`src/rtl/karatsuba_mult_seq.sv`:
```
// karatsuba_mult_seq
//   Sequential Karatsuba multiplier for any even WIDTH >= 4. A single shared
//   (WIDTH/2+1)-bit multiplier computes the three partial products in turn.
//   The operands are converted to magnitudes at start. The sign is applied to
//   the result at the end.
//
// Ports
//   CLK          clock, rising edge
//   RESET        asynchronous, active-high reset
//   start        request, sampled only in IDLE
//   signed_mode  1 = two's-complement operands, sampled with start
//   w, y         operands, sampled with start
//   busy         high from SUM through SIGN
//   done         one-cycle pulse while in DONE; product is valid
//   product      2*WIDTH-bit result, held until the next done
module karatsuba_mult_seq #(
    parameter int WIDTH = 8
) (
    input  logic                 CLK,
    input  logic                 RESET,
    input  logic                 start,
    input  logic                 signed_mode,
    input  logic [WIDTH-1:0]     w,
    input  logic [WIDTH-1:0]     y,
    output logic                 busy,
    output logic                 done,
    output logic [2*WIDTH-1:0]   product
);
    localparam int H = WIDTH / 2;
    localparam logic [WIDTH-1:0]   ONE_W = {{(WIDTH-1){1'b0}}, 1'b1};
    localparam logic [2*WIDTH-1:0] ONE_P = {{(2*WIDTH-1){1'b0}}, 1'b1};

    typedef enum logic [2:0] {
        IDLE, SUM, MUL_A, MUL_B, MUL_C, COMBINE, SIGN, DONE
    } state_t;

    state_t state, state_nx;

    logic                 neg;
    logic [WIDTH-1:0]     mw, my;
    logic [H:0]           d, e;
    logic [WIDTH-1:0]     a, b;
    logic [WIDTH+1:0]     c;
    logic [2*WIDTH-1:0]   p;

    // Shared half-width multiplier and its operand select
    logic [H:0]           mul_x, mul_y;
    logic [WIDTH+1:0]     mul_p;
    logic [WIDTH+1:0]     m;
    logic [2*WIDTH-1:0]   p_comb;

    always_ff @(posedge CLK or posedge RESET) begin
        if (RESET) state <= IDLE;
        else       state <= state_nx;
    end

    always_comb begin
        state_nx = state;
        case (state)
            IDLE:    if (start) state_nx = SUM;
            SUM:     state_nx = MUL_A;
            MUL_A:   state_nx = MUL_B;
            MUL_B:   state_nx = MUL_C;
            MUL_C:   state_nx = COMBINE;
            COMBINE: state_nx = SIGN;
            SIGN:    state_nx = DONE;
            DONE:    state_nx = IDLE;
            default: state_nx = IDLE;
        endcase
    end

    assign busy = (state != IDLE) && (state != DONE);
    assign done = (state == DONE);

    always_comb begin
        mul_x = '0;
        mul_y = '0;
        case (state)
            MUL_A: begin
                mul_x = {1'b0, mw[H-1:0]};
                mul_y = {1'b0, my[H-1:0]};
            end
            MUL_B: begin
                mul_x = {1'b0, mw[WIDTH-1:H]};
                mul_y = {1'b0, my[WIDTH-1:H]};
            end
            MUL_C: begin
                mul_x = d;
                mul_y = e;
            end
            default: ;
        endcase
    end

    assign mul_p = {{(H+1){1'b0}}, mul_x} * {{(H+1){1'b0}}, mul_y};

    // The middle term C - A - B = hi*lo' + lo*hi' cannot go negative.
    // It is carried at C's width and zero-extended into the 2*WIDTH sum.
    assign m      = c - {2'b00, a} - {2'b00, b};
    assign p_comb = {b, {WIDTH{1'b0}}}
                  + ({{(WIDTH-2){1'b0}}, m} << H)
                  + {{WIDTH{1'b0}}, a};

    always_ff @(posedge CLK or posedge RESET) begin
        if (RESET) begin
            neg     <= 1'b0;
            mw      <= '0;
            my      <= '0;
            d       <= '0;
            e       <= '0;
            a       <= '0;
            b       <= '0;
            c       <= '0;
            p       <= '0;
            product <= '0;
        end else begin
            case (state)
                IDLE: if (start) begin
                    neg <= signed_mode & (w[WIDTH-1] ^ y[WIDTH-1]);
                    // Negating the most negative value wraps to 2^(WIDTH-1).
                    // That is the correct magnitude when read as unsigned.
                    mw  <= (signed_mode && w[WIDTH-1]) ? (~w + ONE_W) : w;
                    my  <= (signed_mode && y[WIDTH-1]) ? (~y + ONE_W) : y;
                end
                SUM: begin
                    d <= {1'b0, mw[WIDTH-1:H]} + {1'b0, mw[H-1:0]};
                    e <= {1'b0, my[WIDTH-1:H]} + {1'b0, my[H-1:0]};
                end
                MUL_A:   a <= mul_p[WIDTH-1:0];
                MUL_B:   b <= mul_p[WIDTH-1:0];
                MUL_C:   c <= mul_p;
                COMBINE: p <= p_comb;
                // A zero magnitude negates to zero, so no negative zero results.
                SIGN:    product <= neg ? (~p + ONE_P) : p;
                default: ;
            endcase
        end
    end
endmodule
```
`config.mk`:
```
export PLATFORM = sky130hd
export DESIGN_NAME = karatsuba_mult_seq
export DESIGN_NICKNAME = d
export VERILOG_FILES = /design/src/rtl/karatsuba_mult_seq.sv
export SDC_FILE = /design/constraint.sdc
export NUM_CORES = 1
export LEC_CHECK = 0
export ABC_AREA = 1
export BUFFER_PORTS_ARGS = -buffer_cell sky130_fd_sc_hd__buf_4
export CAP_MARGIN = 15
export CORE_AREA = 3 3 110 112
export CTS_BUF_LIST = sky130_fd_sc_hd__clkbuf_4
export CTS_CLUSTER_DIAMETER = 150
export CTS_CLUSTER_SIZE = 14
export DETAILED_ROUTE_END_ITERATION = 10
export DIE_AREA = 0 0 113 115
export HOLD_SLACK_MARGIN = 0.08
export PLACE_DENSITY = 0.86
export SYNTH_ARGS = -nofsm -noshare
export SYNTH_HDL_FRONTEND = slang
export SYNTH_SLANG_ARGS = --single-unit
```
`constraint.sdc`:
```
create_clock -name CLK -period 3.7 [get_ports CLK]
set_input_delay 1.11 -clock CLK [delete_from_list [all_inputs] [get_ports CLK]]
set_output_delay 1.11 -clock CLK [all_outputs]
set_load 0.005 [all_outputs]
```
==> run_results.csv <==
group,metric,value,unit
global_routing,grt_pass1_wl,25.14,mm
timing,setup-tns-final,-365.1,ps
logic_synthesis,synth_area,6489,sq um
logic_synthesis,synth_cell_type_count,42,
timing,skew,24.90,ps
critical_path,path_delay_family,"adder cells",
status,outcome,"finished, violations left",
logic_synthesis,synth_simple_gate_area_share,26.67,%
place,post-dp-hpwl,10.92,mm
route,antenna_left,0,
floorplanning,die_w,113,microns
clocking,cts_htree_levels,3,
worst_hold_path,hp-class,"flip-flop to flip-flop",
finish,final_area,7640,sq um
clocking,tritoncts,"built",
place,port_buffers,37,
logic_synthesis,yosys.area.top_type,"dfrtp_1",
global_routing,grt_pass1_vias,5772,
logic_synthesis,synth_fp_nets,949,
logic_synthesis,syn-mean-instance-area,7.554,sq um
timing,post-route-worst-setup-slack,-86.13,ps
logic_synthesis,ys_top_cells_by_area,"dfrtp_1 34%, nand2_1 15%, ha_1 9.6%",
logic_synthesis,synth_compound_area_share,9.583,%
clocking,insertion_delay,490,ps
clocking,clockBufferDepth,2,
critical_path,crit_chain,"buf_4 -> nand2_4 -> nor2_4 -> inv_2 -> nor2_1 -> nor2_2 -> inv_2 -> nand2_2 -> fa_1 -> fa_1 -> fa_1 -> inv_2 -> ha_4 -> nand2_1 -> nand3_4 -> a21o_1 -> nand2_2 -> nand3_2 -> o21ai_1",
route,via_per_inst,5.432,
finish,fill_cells,833,
timing,fmax,264.1,MHz
finish,nNetsFinal,1030,
floorplanning,dieArea,13000,sq um
logic_synthesis,synthMuxAreaShare,0,%
global_routing,grt_max_degree,89,
critical_path,cp.required,4100,ps
worst_hold_path,min_from,"product[11]",
critical_path,critPathSlowestCell,"fa_1",
logic_synthesis,seq_area_frac_synth,33.94,%
timing,rsz0062_at_grt,"yes",
floorplanning,die_h,115,microns
clocking,clk_pin_slew_worst_paths,150,ps
route,first_iter_violations,676,
critical_path,r2r_slack,-90,ps
critical_path,timing.rr.end,"a[7]",
logic_synthesis,synth_top_area_share,33.94,%
timing,finalMaxSlewViolations,0,
worst_hold_path,hold_depth,2,
timing,relSlewSlack,62.84,%
critical_path,cp-end-kind,"flip-flop",
timing,worstMarginPinSlew,557.4,ps
floorplanning,io-pin-count,38,
finish,seqCellArea,2205,sq um
timing,hold_ws,494.3,ps
place,post-place-cells,1039,
run,cap_violations,0,
finish,final_cell_mix,"257 x nand2_1, 127 x inv_1, 86 x dfrtp_1, 77 x buf_4, 53 x nand3_1",
finish,num_antenna_cells,0,
logic_synthesis,synth_xor_area_share,4.049,%
place,place_congestion,0.8787,
route,drc_errors,0,
route,dr.pass1.iters,5,
critical_path,critPathBufInv,4,
finish,drive_gt1_share,19.15,%
logic_synthesis,ys_ff_latch,88,
logic_synthesis,synth_top_family_by_area,"simple AND/OR/NAND/NOR gates",
timing,fin_crit,3786,ps
place,dpl_cell_area,6995,sq um
logic_synthesis,yosys.area_share.adder,15.81,%
route,routed_wl,16.15,mm
logic_synthesis,ys_warn_count,0,
route,wire_per_inst,14.84,microns
critical_path,rr_worst_depth,19,
timing,finalCritPeriodShare,102.3,%
global_routing,grt_overflow_total,0,
finish,instances_no_fill,1088,
critical_path,crit_path_start_kind,"flip-flop",
route,via_count,5910,
clocking,clockRootBuffer,"clkbuf_4",
worst_hold_path,holdPathEnd,"product[11]",
clocking,cts_inserted_buffers,9,
timing,hold_viol_final,0,
critical_path,cp_max_fo,5,
timing,setup_viol,9,
clocking,clock_sinks,88,
logic_synthesis,synthCells,859,
status,violations,"setup timing",
finish,multiInputGateArea,3861,sq um
finish,area_growth,17.74,%
floorplanning,design.core.area,11320,sq um
critical_path,rr_startpoint,"state[0]",
critical_path,path_class,"flip-flop to flip-flop",
critical_path,crit_arrival,4180,ps
global_routing,grtUsageTotal,23.91,%
floorplanning,initial_utilization,57.32,%
global_routing,antenna_found_initial,0,
floorplanning,rows,39,
critical_path,slowest_delay,510,ps
finish,final_common_cell,"nand2_1",
-- registers in the layout (all words and copies together) (netlist names), 5 cells and up --
name / cells
p: 16
product: 16
c: 10
a: 8
b: 8
mw: 8
my: 8
d: 5
e: 5
-- synthesized netlist by cell type (all sizes together) --
cell type and instances:
a21o 2, o211ai 4, inv 144, buf 14, xor2 27, a21oi 20
ha 50, fa 20, a22oi 2, o21ai 77, nand3b 3, nand2 267
xnor2 3, nor3b 1, o31ai 1, nand4 7, a21boi 2, nor3 4
clkbuf 2, dfrtp 88, o21a 1, or2 5, o21bai 1, nor2 50
nand3 63, a31oi 1
-- worst max-delay path by stage --
| stage | startpoint | endpoint | slack, ps | cells past startpoint |
|---|---|---|---|---|
| finish | state[0] | a[7] | -90 | 19 |
| global route | state[1] | c[7] | -250 | 18 |
| CTS | state[0] | p[8] | 3 | 25 |
| detailed placement | state[0] | c[6] | -50 | 18 |
| global placement | state[0] | c[6] | 50 | 18 |
| floorplan | state[1] | a[6] | 30 | 19 |
-- final cells by class --
cell class / count / share of cell area [%]
multi-input combinational: 612 / 50.54
clock inverter: 6 / 0.8680
timing repair inverter: 2 / 0.1965
timing repair buffer: 83 / 8.795
clock buffer: 10 / 0.9826
tap: 143 / 2.342
inverter: 144 / 7.419
sequential: 88 / 28.86
-- kinds of logic after synthesis --
kind of cell / count (synthesis)
flip-flops: 88
AO/OA/AOI/OAI: 111
AND/OR/NAND/NOR: 400
buffers and inverters: 160
XOR/XNOR: 30
adder cells (fa/ha/maj): 70
-- through the flow --
stage               util (%)  setup WS (ps)
CTS                    64.50          3.092
floorplan                  -          34.38
detailed placement     61.79         -54.50
finish                 67.48         -86.13
global route           67.48         -245.0
global placement       61.79          49.08
-- worst reg2reg max path: stages (launching register included) --
cell     delay, ps
dfrtp_2        430
buf_4          130
nand2_4         60
nor2_4         190
inv_2           90
nor2_1         190
nor2_2          90
inv_2           70
nand2_2         50
fa_1           500
fa_1           430
fa_1           510
inv_2           50
ha_4           240
nand2_1        120
nand3_4        120
a21o_1         190
nand2_2        100
nand3_2         70
o21ai_1         90
-- per-layer routing --
| layer | up-vias | wire, microns | GRT usage (%) | share of wire [%] |
|---|---|---|---|---|
| li1 | 2866 | - | - | - |
| met1 | 2755 | 6213 | 27.05 | 38 |
| met2 | 223 | 8405 | 42.81 | 52 |
| met3 | 66 | 849 | 4.211 | 5.3 |
| met4 | 0 | 679 | 13.30 | 4.2 |
| met5 | - | 0 | 0 | 0 |
-- what timing repair did --
action                                  CTS  global route
hold buffers                              0             0
pin swaps                                 6            11
setup buffers                            19            11
gates cloned                              0             4
endpoints found under the setup margin   10            37
endpoints found under the hold margin     0             0
resized for setup                         7            60
Power is not shown: default switching activity piles up to over one toggle a cycle in this logic, so the estimate is an artifact.
